===== src/rtl/fetch_sequencer.sv =====
`default_nettype none
// ============================================================================
// Module   : fetch_sequencer
// Brief    : Next-PC and issue controller for the two-stage core. Owns the
//            fetch PC and the EX-stage PC, applies branch/jal/jalr redirects,
//            squashes wrong-path fetches with bubbles, and provides debug
//            halt / single-step / resume plus a retired-instruction counter.
// Revision : 1.0 - initial release
// ============================================================================
module fetch_sequencer #(
    parameter int              PC_W     = 12,
    parameter logic [PC_W-1:0] RESET_PC = '0
) (
    input  logic            clk,
    input  logic            rst_n,
    input  logic [1:0]      pc_src,
    input  logic [PC_W-1:0] branch_addr,
    input  logic [PC_W-1:0] jal_addr,
    input  logic [PC_W-1:0] jalr_addr,
    input  logic            halt_req,
    input  logic            step_req,
    input  logic            resume_req,
    output logic [PC_W-1:0] pc_f,
    output logic [PC_W-1:0] pc_ex,
    output logic            ex_valid,
    output logic            halted,
    output logic [31:0]     retire_count
);

    localparam logic [1:0]      c_SRC_SEQ    = 2'b00;
    localparam logic [1:0]      c_SRC_BRANCH = 2'b01;
    localparam logic [1:0]      c_SRC_JAL    = 2'b10;
    localparam logic [PC_W-1:0] c_PC_ONE     = {{(PC_W-1){1'b0}}, 1'b1};

    typedef enum logic [1:0] {
        S_RUN  = 2'd0,
        S_HALT = 2'd1,
        S_STEP = 2'd2
    } state_t;

    state_t            r_state;
    state_t            w_state_nxt;
    logic [PC_W-1:0]   r_pc_f;
    logic [PC_W-1:0]   w_pc_f_nxt;
    logic [PC_W-1:0]   r_pc_ex;
    logic              r_ex_valid;
    logic              w_ex_valid_nxt;
    logic              r_halted;
    logic [31:0]       r_retire_count;
    logic              w_redirect;
    logic [PC_W-1:0]   w_target;
    logic [PC_W-1:0]   w_pc_f_inc;

    // Redirect decode: only a real instruction in EX may steer the fetch PC.
    always_comb begin
        w_redirect = r_ex_valid && (pc_src != c_SRC_SEQ);
        w_pc_f_inc = r_pc_f + c_PC_ONE;
        case (pc_src)
            c_SRC_BRANCH: w_target = branch_addr;
            c_SRC_JAL:    w_target = jal_addr;
            default:      w_target = jalr_addr;
        endcase
    end

    // Next-state, next fetch PC and next issue-valid selection.
    always_comb begin
        w_state_nxt    = r_state;
        w_pc_f_nxt     = r_pc_f;
        w_ex_valid_nxt = 1'b0;
        case (r_state)
            S_RUN: begin
                if (halt_req) begin
                    // In-flight EX instruction still completes; a redirect
                    // it requests is honoured so resume fetches the target.
                    w_state_nxt = S_HALT;
                    if (w_redirect) begin
                        w_pc_f_nxt = w_target;
                    end
                end else if (w_redirect) begin
                    // Wrong-path word at pc_f is dropped by issuing a bubble.
                    w_pc_f_nxt = w_target;
                end else begin
                    w_pc_f_nxt     = w_pc_f_inc;
                    w_ex_valid_nxt = 1'b1;
                end
            end
            S_HALT: begin
                if (resume_req) begin
                    w_state_nxt    = S_RUN;
                    w_pc_f_nxt     = w_pc_f_inc;
                    w_ex_valid_nxt = 1'b1;
                end else if (step_req) begin
                    w_state_nxt    = S_STEP;
                    w_pc_f_nxt     = w_pc_f_inc;
                    w_ex_valid_nxt = 1'b1;
                end
            end
            S_STEP: begin
                // The stepped instruction is in EX now; return to HALT and
                // follow its redirect if it has one.
                w_state_nxt = S_HALT;
                if (w_redirect) begin
                    w_pc_f_nxt = w_target;
                end
            end
            default: begin
                w_state_nxt = S_RUN;
            end
        endcase
    end

    // State, PC pipeline, issue-valid and retire counter registers.
    always_ff @(posedge clk) begin
        if (!rst_n) begin
            r_state        <= S_RUN;
            r_pc_f         <= RESET_PC;
            r_pc_ex        <= RESET_PC;
            r_ex_valid     <= 1'b0;
            r_halted       <= 1'b0;
            r_retire_count <= 32'd0;
        end else begin
            r_state    <= w_state_nxt;
            r_pc_f     <= w_pc_f_nxt;
            r_pc_ex    <= r_pc_f;
            r_ex_valid <= w_ex_valid_nxt;
            r_halted   <= (w_state_nxt == S_HALT);
            if (r_ex_valid) begin
                r_retire_count <= r_retire_count + 32'd1;
            end
        end
    end

    assign pc_f         = r_pc_f;
    assign pc_ex        = r_pc_ex;
    assign ex_valid     = r_ex_valid;
    assign halted       = r_halted;
    assign retire_count = r_retire_count;

endmodule
`default_nettype wire


===== config.mk =====
export PLATFORM = sky130hd
export DESIGN_NAME = fetch_sequencer
export DESIGN_NICKNAME = d
export VERILOG_FILES = /design/src/rtl/fetch_sequencer.sv
export SDC_FILE = /design/constraint.sdc
export NUM_CORES = 1
export LEC_CHECK = 0
export ABC_AREA = 1
export BUFFER_PORTS_ARGS = -buffer_cell sky130_fd_sc_hd__buf_2
export CORE_MARGIN = 8
export CORE_UTILIZATION = 55
export DETAILED_ROUTE_END_ITERATION = 8
export PLACE_DENSITY = 0.83
export SETUP_SLACK_MARGIN = 0.2
export SLEW_MARGIN = 20
export SYNTH_ARGS = -nofsm -noshare
export SYNTH_HDL_FRONTEND = slang
export SYNTH_SLANG_ARGS = --single-unit

===== constraint.sdc =====
create_clock -name clk -period 2.7 [get_ports clk]
set_clock_uncertainty 0.2 [all_clocks]
set_input_delay 0.135 -clock clk [delete_from_list [all_inputs] [get_ports clk]]
set_output_delay 0.135 -clock clk [all_outputs]
set_load 0.01 [all_outputs]

==> run_results.csv <==
group,metric,value,unit
logic_synthesis,yosys_warnings,0,
layout,antennaDiodeCount,0,
drt,post_drt_wl_per_cell,14.9,um
sta,min_period,2.13,ns
floorplanning,die_x,99.6,um
worst_setup_path,critPathMaxStageDelay,0.48,ns
layout,final_common_cell,"nand2_1",
worst_setup_path,slowest_stage,"ha_1",
logic_synthesis,syn_inst,615,
global_routing,overflow,0,
clock_tree,cts_root_buf,"clkbuf_8",
sta,setup_tns,0,ns
worst_setup_path,start_kind,"flip-flop",
clock_tree,h-tree-depth,3,
logic_synthesis,syn_avg_cell_area,6.25,um2
pwr,p_per_area,566,nW/um2
logic_synthesis,synth_top_family_by_area,"simple AND/OR/NAND/NOR gates",
worst_setup_path,worstPathRequired,2.73,ns
global_routing,grt_pass1_wl,19600,um
layout,num-nets-final,763,
worst_setup_path,path_common_cell,"inv_1",
hold_path,min_path_type,"input port to flip-flop",
pwr,p_int,1.73,mW
global_routing,antenna_found_initial,0,
flow_run,drv_cap,0,
sta,hold_viol,0,
outcome,status,"complete, no violations",
drt,drtIter0Drc,346,
floorplanning,die_y,99.6,um
drt,wl,12100,um
logic_synthesis,synth_compound_area_share,10.4,%
worst_setup_path,cp_num_buf_inv,2,
place,io_buffers,100,
logic_synthesis,yosysSeqAreaShare,31.2,%
pwr,p_leak,2.21,nW
logic_synthesis,yosysUniqueCellTypes,33,
worst_setup_path,worstSetupPathType,"flip-flop to flip-flop",
floorplanning,num_rows,30,
floorplanning,initial_utilization,56.6,%
place,hpwl,9070,um
layout,drive_above_1_share,21.8,%
worst_setup_path,crit_family,"adder cells",
logic_synthesis,synth_area_leader_cell,"dfxtp_1",
logic_synthesis,yosys-top-cells-area,"dfxtp_1 31%, nand2_1 18%, nand3_1 7.8%",
global_routing,globalRouteTotalUtil,24.1,%
drt,postRouteAntennaNets,0,
layout,area_growth,20.3,%
drt,drt_pre_antenna_iters,5,
worst_setup_path,path_cells,"inv_1 > ha_1 > inv_1 > o21ai_0 > nand3b_1 > nand2_1 > a21oi_1",
clock_tree,clk_latency,0.34,ns
logic_synthesis,synthSimpleGateAreaFrac,45.0,%
sta,max_slew_margin,57.4,%
floorplanning,core,6790,um2
drt,drcViolationCount,0,
logic_synthesis,synth_fa_ha_area_share,2.93,%
sta,period_share,78.9,%
sta,rsz0062_at_grt,"false",
sta,fin_hold_ws,0.0754,ns
pwr,clkPwrFrac,33.9,%
logic_synthesis,syn_area,3850,um2
sta,max_freq,469,MHz
place,gp_congestion,0.951,
pwr,ir_drop,495,uV
sta,drv_slew,0,
logic_synthesis,synth_top_area_share,31.2,%
logic_synthesis,synth.net_count,667,
worst_setup_path,crit_path_max_fanout,13,
sta,tightestPinTransition,0.639,ns
pwr,p_comb_share,24.8,%
logic_synthesis,synth-xor-area-share,1.59,%
global_routing,grt_max_degree,33,
clock_tree,clk_path_buf_depth,2,
worst_setup_path,worstPathArrival,2.16,ns
worst_setup_path,crit_path_end_kind,"flip-flop",
logic_synthesis,synthMuxAreaShare,0,%
pwr,p_sw_share,34.1,%
pwr,power_frac_seq,41.3,%
drt,vias,4412,
clock_tree,cts_made_buffers,9,
layout,mostFrequentLayoutCells,"182 x nand2_1, 100 x buf_2, 78 x nor2_1, 60 x nand3_1, 60 x dfxtp_1",
clock_tree,tritoncts,"yes",
pwr,p_sw,892,uW
clock_tree,clk_pin_slew,0.07,ns
logic_synthesis,ys_ff_latch,60,
global_routing,grt_pass1_vias,4189,
floorplanning,die_area,9930,um2
floorplanning,io_pins,101,
clock_tree,cts_sinks,60,
drt,viasPerCell,5.44,
sta,setup_viol_count_final,0,
[Yosys cell counts]
| cell | instances |
|---|---|
| nand3_2 | 4 |
| o211ai_1 | 6 |
| buf_6 | 1 |
| nand2_4 | 1 |
| nand2_2 | 7 |
| xor2_1 | 7 |
| inv_4 | 1 |
| o21ai_1 | 4 |
| inv_1 | 59 |
| nand2_1 | 182 |
| nor3_2 | 2 |
| a21oi_1 | 37 |
| o22ai_1 | 1 |
| nor3_4 | 1 |
| nor3b_2 | 2 |
| nor2_1 | 78 |
| buf_4 | 2 |
| nor2_2 | 10 |
| ha_1 | 9 |
| nor3_1 | 14 |
| o21ai_0 | 20 |
| a21o_1 | 1 |
| o21a_1 | 3 |
| o21bai_1 | 2 |
| nor2_4 | 6 |
| nand3_1 | 60 |
| buf_2 | 7 |
| clkbuf_1 | 9 |
| inv_2 | 3 |
| buf_1 | 1 |
| nand3b_1 | 4 |
| dfxtp_1 | 60 |
| nand4_1 | 11 |
[what timing repair did]
| action | 4_1_cts | 5_1_grt |
|---|---|---|
| gates resized for setup | 0 | 1 |
| setup buffers | 0 | 0 |
| setup endpoints to repair | 0 | 3 |
| hold endpoints to repair | 2 | 0 |
| hold buffers | 2 | 0 |
[stage by stage]
stage	cell area, um2	setup WS (ns)	power, mW	instances	utilization, %
2_1_floorplan	3850	0.908	1.50	615	-
3_3_place_gp	4390	0.564	1.72	794	64.6
3_5_place_dp	4390	0.457	1.74	794	64.6
4_1_cts	4620	0.411	2.61	811	68.1
5_1_grt	4630	0.387	2.75	811	68.1
6_report	4630	0.569	2.62	811	68.1
[cell families (layout without fill, tap and decap cells)]
logic type,Yosys count,after routing
AO/OA/AOI/OAI,74,74
XOR/XNOR,7,7
adder cells (fa/ha/maj),9,9
buffers and inverters,83,183
flip-flops,60,60
AND/OR/NAND/NOR,382,382
[per-layer routing]
| metal | up-vias | track usage [%] | share of wire, % |
|---|---|---|---|
| met5 | - | 0 | 0 |
| met4 | 0 | 10.6 | 3.0 |
| met3 | 37 | 5.80 | 6.3 |
| met2 | 190 | 44.3 | 51 |
| met1 | 2015 | 25.5 | 39 |
| li1 | 2170 | - | - |
[registers in the layout, indices dropped and copies added, names as in the netlist]
signal and cells:
pc_f 12, retire_count 32, halted 1, r_state 2, pc_ex 12, ex_valid 1
[worst reg2reg max path: stages (launching register included)]
cell      delay (ns)
dfxtp_1         0.43
inv_1           0.10
ha_1            0.48
inv_1           0.35
o21ai_0         0.14
nand3b_1        0.18
nand2_1         0.08
a21oi_1         0.06
[layout make-up]
cell class	count	area (um2)
Clock buffer	9	124
Clock inverter	6	90.1
Fill cell	632	2170
Inverter	63	239
Multi-Input combinational cell	472	2310
Sequential cell	60	1200
Tap cell	96	120
Timing Repair Buffer	105	543
[path summary, 6_finish.rpt]
check                                                   from                      endpoint  slack (ns)  depth (start not counted)
worst max-delay path                   r_state[0]$_SDFF_PN0_          pc_f[7]$_SDFFE_PN0P_        0.57                          7
worst min-delay path                            jalr_addr[4]          pc_f[4]$_SDFFE_PN0P_        0.08                          5
worst max register to register         r_state[0]$_SDFF_PN0_          pc_f[7]$_SDFFE_PN0P_        0.57                          7
worst min register to register  retire_count[8]$_SDFFE_PN0P_  retire_count[8]$_SDFFE_PN0P_        0.30                          2
[power by group through the flow]
| stage | registers [mW] | clock network, mW | logic [mW] |
|---|---|---|---|
| after global routing | 1.09 | 0.930 | 0.730 |
| after global placement | 1.10 | 0 | 0.622 |
| after detailed placement | 1.10 | 0 | 0.638 |
| after floorplan | 1.09 | 0 | 0.412 |
| after CTS | 1.08 | 0.891 | 0.644 |
| final | 1.08 | 0.887 | 0.648 |
Power figures use the tool's default switching activity.
